[src/rtl/game_flow_ctrl.sv]
// game_flow_ctrl: frame-tick driven IDLE/PLAY/HIT/OVER game sequencer with lives, score and hit flash.
// Optional feature: define GAME_FLOW_PAUSE_EN to let a start press during PLAY toggle a pause.
module game_flow_ctrl #(
  parameter int LIVES_INIT = 3,
  parameter int HIT_FRAMES = 60,
  parameter int SCORE_DIV  = 64
) (
  input  logic        clk,
  input  logic        reset,
  input  logic        start,
  input  logic        collision,
  input  logic [31:0] pxl_x,
  input  logic [31:0] pxl_y,
  output logic [1:0]  game_state,
  output logic        obj_reset,
  output logic        move_en,
  output logic [1:0]  lives,
  output logic [11:0] score,
  output logic        flash
);
  localparam int FC_W = $clog2(SCORE_DIV);
  localparam logic [1:0]      LIVES_LD = 2'(LIVES_INIT);
  localparam logic [7:0]      HIT_LD   = 8'(HIT_FRAMES);
  localparam logic [FC_W-1:0] FC_MAX   = FC_W'(SCORE_DIV - 1);

  typedef enum logic [1:0] {S_IDLE = 2'b00, S_PLAY = 2'b01, S_HIT = 2'b10, S_OVER = 2'b11} state_t;

  state_t          state_q, state_d;
  logic            start_q, start_prev_q, start_arm_q, start_arm_d;
  logic            tick_arm_q, tick_arm_d;
  logic            coll_q, coll_d, coll_in;
  logic [7:0]      hit_cnt_q, hit_cnt_d;
  logic [FC_W-1:0] frame_cnt_q, frame_cnt_d;
  logic [11:0]     score_q, score_d;
  logic [1:0]      lives_q, lives_d;
  logic            obj_reset_q, obj_reset_d, move_en_q, move_en_d, flash_q, flash_d;
  logic            at_origin, frame_tick, start_edge, paused;

`ifdef GAME_FLOW_PAUSE_EN
  logic paused_q, paused_d;
  assign paused = paused_q;
`else
  assign paused = 1'b0;
`endif

  always_comb begin
    at_origin   = (pxl_x == 32'd0) && (pxl_y == 32'd0);
    frame_tick  = at_origin && tick_arm_q;
    tick_arm_d  = !at_origin;
    // start_arm only sets once the raw button has been seen low, so a press held through reset is not an edge
    start_edge  = start_q && !start_prev_q && start_arm_q;
    start_arm_d = start_arm_q || !start;
    coll_in     = collision && (state_q == S_PLAY) && !paused;
    coll_d      = frame_tick ? coll_in : (coll_q || coll_in);

    state_d     = state_q;
    lives_d     = lives_q;
    score_d     = score_q;
    frame_cnt_d = frame_cnt_q;
    hit_cnt_d   = hit_cnt_q;
`ifdef GAME_FLOW_PAUSE_EN
    paused_d    = paused_q;
`endif

    case (state_q)
      S_IDLE: begin
        if (start_edge) begin
          state_d     = S_PLAY;
          lives_d     = LIVES_LD;
          score_d     = 12'd0;
          frame_cnt_d = '0;
        end
      end
      S_PLAY: begin
        if (frame_tick && !paused) begin
          if (coll_q) begin
            lives_d = lives_q - 2'd1;
            if (lives_d == 2'd0) begin
              state_d = S_OVER;
            end else begin
              state_d   = S_HIT;
              hit_cnt_d = HIT_LD;
            end
          end else begin
            frame_cnt_d = frame_cnt_q + 1'b1;
            if (frame_cnt_q == FC_MAX && score_q != 12'hFFF) score_d = score_q + 12'd1;
          end
        end
`ifdef GAME_FLOW_PAUSE_EN
        // The frame decision wins a tie with a start press; the press only pauses if we stay in PLAY.
        if (start_edge && state_d == S_PLAY) paused_d = !paused_q;
`endif
      end
      S_HIT: begin
        if (frame_tick) begin
          hit_cnt_d = hit_cnt_q - 8'd1;
          if (hit_cnt_d == 8'd0) state_d = S_PLAY;
        end
      end
      S_OVER: begin
        if (start_edge) state_d = S_IDLE;
      end
      default: ;
    endcase

    // Collision history never survives outside PLAY, so a fresh game or a HIT return starts clean.
    if (state_d != S_PLAY) begin
      coll_d = 1'b0;
`ifdef GAME_FLOW_PAUSE_EN
      paused_d = 1'b0;
`endif
    end

    obj_reset_d = (state_d == S_IDLE) || (state_d == S_HIT);
`ifdef GAME_FLOW_PAUSE_EN
    move_en_d   = (state_d == S_PLAY) && !paused_d;
`else
    move_en_d   = (state_d == S_PLAY);
`endif
    flash_d     = (state_d == S_HIT) && hit_cnt_d[3];
  end

  always_ff @(posedge clk) begin
    if (reset) begin
      state_q      <= S_IDLE;
      start_q      <= 1'b0;
      start_prev_q <= 1'b0;
      start_arm_q  <= 1'b0;
      tick_arm_q   <= 1'b0;
      coll_q       <= 1'b0;
      hit_cnt_q    <= 8'd0;
      frame_cnt_q  <= '0;
      score_q      <= 12'd0;
      lives_q      <= 2'd0;
      obj_reset_q  <= 1'b1;
      move_en_q    <= 1'b0;
      flash_q      <= 1'b0;
`ifdef GAME_FLOW_PAUSE_EN
      paused_q     <= 1'b0;
`endif
    end else begin
      state_q      <= state_d;
      start_q      <= start;
      start_prev_q <= start_q;
      start_arm_q  <= start_arm_d;
      tick_arm_q   <= tick_arm_d;
      coll_q       <= coll_d;
      hit_cnt_q    <= hit_cnt_d;
      frame_cnt_q  <= frame_cnt_d;
      score_q      <= score_d;
      lives_q      <= lives_d;
      obj_reset_q  <= obj_reset_d;
      move_en_q    <= move_en_d;
      flash_q      <= flash_d;
`ifdef GAME_FLOW_PAUSE_EN
      paused_q     <= paused_d;
`endif
    end
  end

  assign game_state = state_q;
  assign obj_reset  = obj_reset_q;
  assign move_en    = move_en_q;
  assign lives      = lives_q;
  assign score      = score_q;
  assign flash      = flash_q;

endmodule

[config.mk]
export PLATFORM = sky130hd
export DESIGN_NAME = game_flow_ctrl
export DESIGN_NICKNAME = d
export VERILOG_FILES = /design/src/rtl/game_flow_ctrl.sv
export SDC_FILE = /design/constraint.sdc
export NUM_CORES = 1
export LEC_CHECK = 0
export BUFFER_PORTS_ARGS = -buffer_cell sky130_fd_sc_hd__buf_2
export CAP_MARGIN = 10
export CORE_UTILIZATION = 35
export CTS_BUF_LIST = sky130_fd_sc_hd__clkbuf_8
export DETAILED_ROUTE_END_ITERATION = 8
export HOLD_SLACK_MARGIN = 0.02
export SETUP_SLACK_MARGIN = 0.1
export SLEW_MARGIN = 30
export SYNTH_ARGS = -nofsm -noshare
export SYNTH_HDL_FRONTEND = slang
export SYNTH_SLANG_ARGS = --single-unit
export TNS_END_PERCENT = 10
[constraint.sdc]
create_clock -name clk -period 2.35 [get_ports clk]
set_input_delay 0 -clock clk [delete_from_list [all_inputs] [get_ports clk]]
set_output_delay 0 -clock clk [all_outputs]
set_load 0.01 [all_outputs]
==> summary.md <==
| Metric | Value |
|---|---|
| Area growth syn-to-layout | `31.3%` |
| PD cells | `518 nW/µm²` |
| Max IR drop VDD | `0.000328 V` |
| First-pass GRT wire length | `10.4 mm` |
| Leading post-synthesis cells by cell area | `dfxtp_1, a21oi_1, nor4_1, ha_1, o21ai_0` |
| RSZ-0062 raised after global routing | `yes` |
| DRC | `0` |
| Cells after DPL | `435` |
| Largest net degree at the start of global routing | `26` |
| Fin crit share | `0.923` |
| Top Usage Layer GRT | `met2` |
| Final setup fails | `0` |
| Mapped Cells | `273` |
| Die Y | `81.3 µm` |
| Synth Register Bits | `38` |
| Layout cells sized above 1 | `0.314` |
| EDFF count, synth | `0` |
| Routability cong. | `0.838` |
| DR vias/cell | `5.44` |
| Core Region | `5990 µm²` |
| CP max stage cell | `dfxtp_1` |
| Syn_area_per_cell | `8.05 µm²` |
| Switching part of the total power | `0.304` |
| Io pins | `87` |
| Seq pwr share | `0.458` |
| Worst Tran Pin Value | `0.586 ns` |
| Vias in the first global route | `2241` |
| Setup Buffers After CTS | `0` |
| CTS Buffer Depth | `2` |
| CTS sink cnt | `38` |
| Worst rel slew slack | `0.606` |
| Routed vias | `2414` |
| Tightest Hold Check Type | `in -> reg` |
| Final hold violation count | `0` |
| Die extent in x | `81.3 µm` |
| Delay-heaviest family, CP | `simple AND/OR/NAND/NOR gates` |
| Logic gate share of total power | `0.215` |
| GRT met3 Usage | `0.0539` |
| Initial Util | `0.367` |
| Diode count | `0` |
| Antenna violations before repair | `0` |
| GRT Util Overall | `0.202` |
| CP Cell Sequence | `inv_1, ha_1, nor3b_2, and3b_1, nor4_1, a311oi_1, a211o_1, nor4_1` |
| Switching power | `455 µW` |
| Clk pwr share | `0.328` |
| CP Max Fanout | `4` |
| Worst Path Arrival | `2.38 ns` |
| Die area | `6600 µm²` |
| TritonCTS clock tree | `built` |
| Max Cap Viol | `0` |
| Synth Net Count | `351` |
| Worst Setup End Kind | `register` |
| Most used flip-flop cell after synthesis | `dfxtp_1` |
| PortBufs | `86` |
| Largest area contributor in the netlist | `dfxtp_1` |
| Iteration-0 DRC Markers | `117` |
| Finished Layout Cells | `444` |
| Synth async-reset ratio | `0` |
| TNS Setup | `0 ns` |
| Crit path kind | `reg -> reg` |
| Req. time, crit path | `2.56 ns` |
| Post-Syn Area | `2200 µm²` |
| # nets final | `446` |
| Max-slew violations | `0` |
| CP dominant cell by count | `nor4_1` |
| Yosys Warn Count | `0` |
| Pleak | `0.00114 µW` |
| Crit path largest cell delay | `0.37 ns` |
| H-tree Lvls | `2` |
| Buffer and inverter count on the worst path | `1` |
| Dpl hpwl | `4.66 mm` |
| Clk pin slew, worst setup/hold paths | `0.08 ns` |
| Internal power | `1040 µW` |
| Clock latency on the worst-skew pair | `0.30 ns` |
| Met2 Track Usage GR | `0.323` |
| Clock root cell | `clkbuf_8` |
| Startpoint Class | `register` |
| Tmin final | `2.17 ns` |
| Hold Slack | `0.0581 ns` |
| Clock buffers created by TritonCTS | `5` |
| DR pass1 iterations | `4` |
| Fin worst setup slack | `0.181 ns` |
| Synth unique cells | `53` |
| Total power | `1500 µW` |
| DP Worst Slack | `0.123 ns` |
| Max frequency | `461 MHz` |
| Synth top area share | `0.346` |
| Post-synthesis sequential area ratio | `0.346` |
| WL final | `6.21 mm` |
| Row Count | `28` |
| Met1 global-route usage | `0.268` |
| GRT overflow | `0` |
| Clk_skew | `0.00467 ns` |
| Outcome | `finished, final reports clean` |
| Routed WL per cell | `14.0 µm` |
| Post-DRT Antenna Nets | `0` |
[path summary, 6_finish.rpt]
kind,start,endpoint,slack [ns],cells after the start
hold / removal,collision,coll_q$_SDFF_PP0_,0.06,3
setup reg to reg,hit_cnt_q[1]$_SDFFE_PP0P_,coll_q$_SDFF_PP0_,0.18,8
hold reg to reg,start_arm_q$_SDFF_PP0_,start_arm_q$_SDFF_PP0_,0.46,2
setup / recovery,hit_cnt_q[1]$_SDFFE_PP0P_,coll_q$_SDFF_PP0_,0.18,8
[kinds of logic after synthesis]
logic type / after synthesis / synth area share
and+or+nand+nor: 123 / 0.323
DFF: 38 / 0.346
AOI/OAI and AO/OA: 74 / 0.211
muxes: 2 / 0.00911
buffers and inverters: 23 / 0.0421
adders and majority gates: 10 / 0.0569
xor gates and xnor gates: 3 / 0.0120
[synthesized netlist by cell type, types with 5 or more instances]
library cell   n
clkbuf_1       6
nor4_1        21
nor3_1         6
nor2_1        17
nand2_1       17
a211oi_1       5
dfxtp_1       38
a21oi_1       30
or3_1         12
ha_1          10
inv_1         13
nand3_1       14
nand4_1        9
o21ai_0       17
[power groups by stage]
| stage | clock network, µW | logic, µW | registers [µW] |
|---|---|---|---|
| global placement | 0 | 318 | 700 |
| floorplan | 0 | 176 | 707 |
| global route | 536 | 353 | 690 |
| finish | 490 | 321 | 685 |
| CTS | 503 | 322 | 685 |
| detailed placement | 0 | 316 | 700 |
[metrics by stage]
| stage | util | cell area (µm²) |
|---|---|---|
| 2_1_floorplan | - | 2200 |
| 3_3_place_gp | 0.461 | 2760 |
| 3_5_place_dp | 0.461 | 2760 |
| 4_1_cts | 0.479 | 2870 |
| 5_1_grt | 0.482 | 2890 |
| 6_report | 0.482 | 2890 |
[routing by layer]
metal	vias up	part of all wire	wire length, µm
met5	-	0	0
met1	1120	0.48	2990
li1	1230	-	-
met4	0	0.0092	57
met3	7	0.046	288
met2	57	0.46	2870
[layout make-up]
class                   count  area [µm²]
clock buffers               6        82.6
clock inverters             2        12.5
fillers                   597        3100
inverters                  13        48.8
multi-input cells         212        1360
flip-flops and latches     38         762
well taps                  75        93.8
repair buffers             98         523
[repair_timing]
action	4_1_cts	5_1_grt
setup endpoints to repair	3	15
resized for setup	1	5
endpoints found under the hold margin	2	0
hold buffers	1	0
[cells in the final DEF, fill, tap and decap left out, types with 3 or more instances in the layout]
| master | n |
|---|---|
| ha_1 | 9 |
| nor2b_1 | 4 |
| buf_2 | 86 |
| dfxtp_1 | 37 |
| buf_4 | 11 |
| o21ai_0 | 17 |
| or3_1 | 12 |
| a21oi_1 | 30 |
| nor4_1 | 20 |
| clkbuf_8 | 6 |
| nor2_1 | 17 |
| o31ai_1 | 3 |
| nand2_1 | 17 |
| a211oi_1 | 5 |
| nor3_1 | 5 |
| nand4_1 | 9 |
| nand3_1 | 14 |
| inv_1 | 13 |
| or4_1 | 3 |
[worst reg2reg max path, stage by stage (launching register included)]
cell	delay [ns]
dfxtp_1	0.37
inv_1	0.08
ha_1	0.23
nor3b_2	0.18
and3b_1	0.22
nor4_1	0.35
a311oi_1	0.17
a211o_1	0.27
nor4_1	0.21
[state kept, by name, summed over array words and instances, names as in the netlist, 2 cells and up]
signal / count
score: 12
hit_cnt_q: 8
frame_cnt_q: 6
game_state: 2
lives: 2
Power figures use the tool's default switching activity.
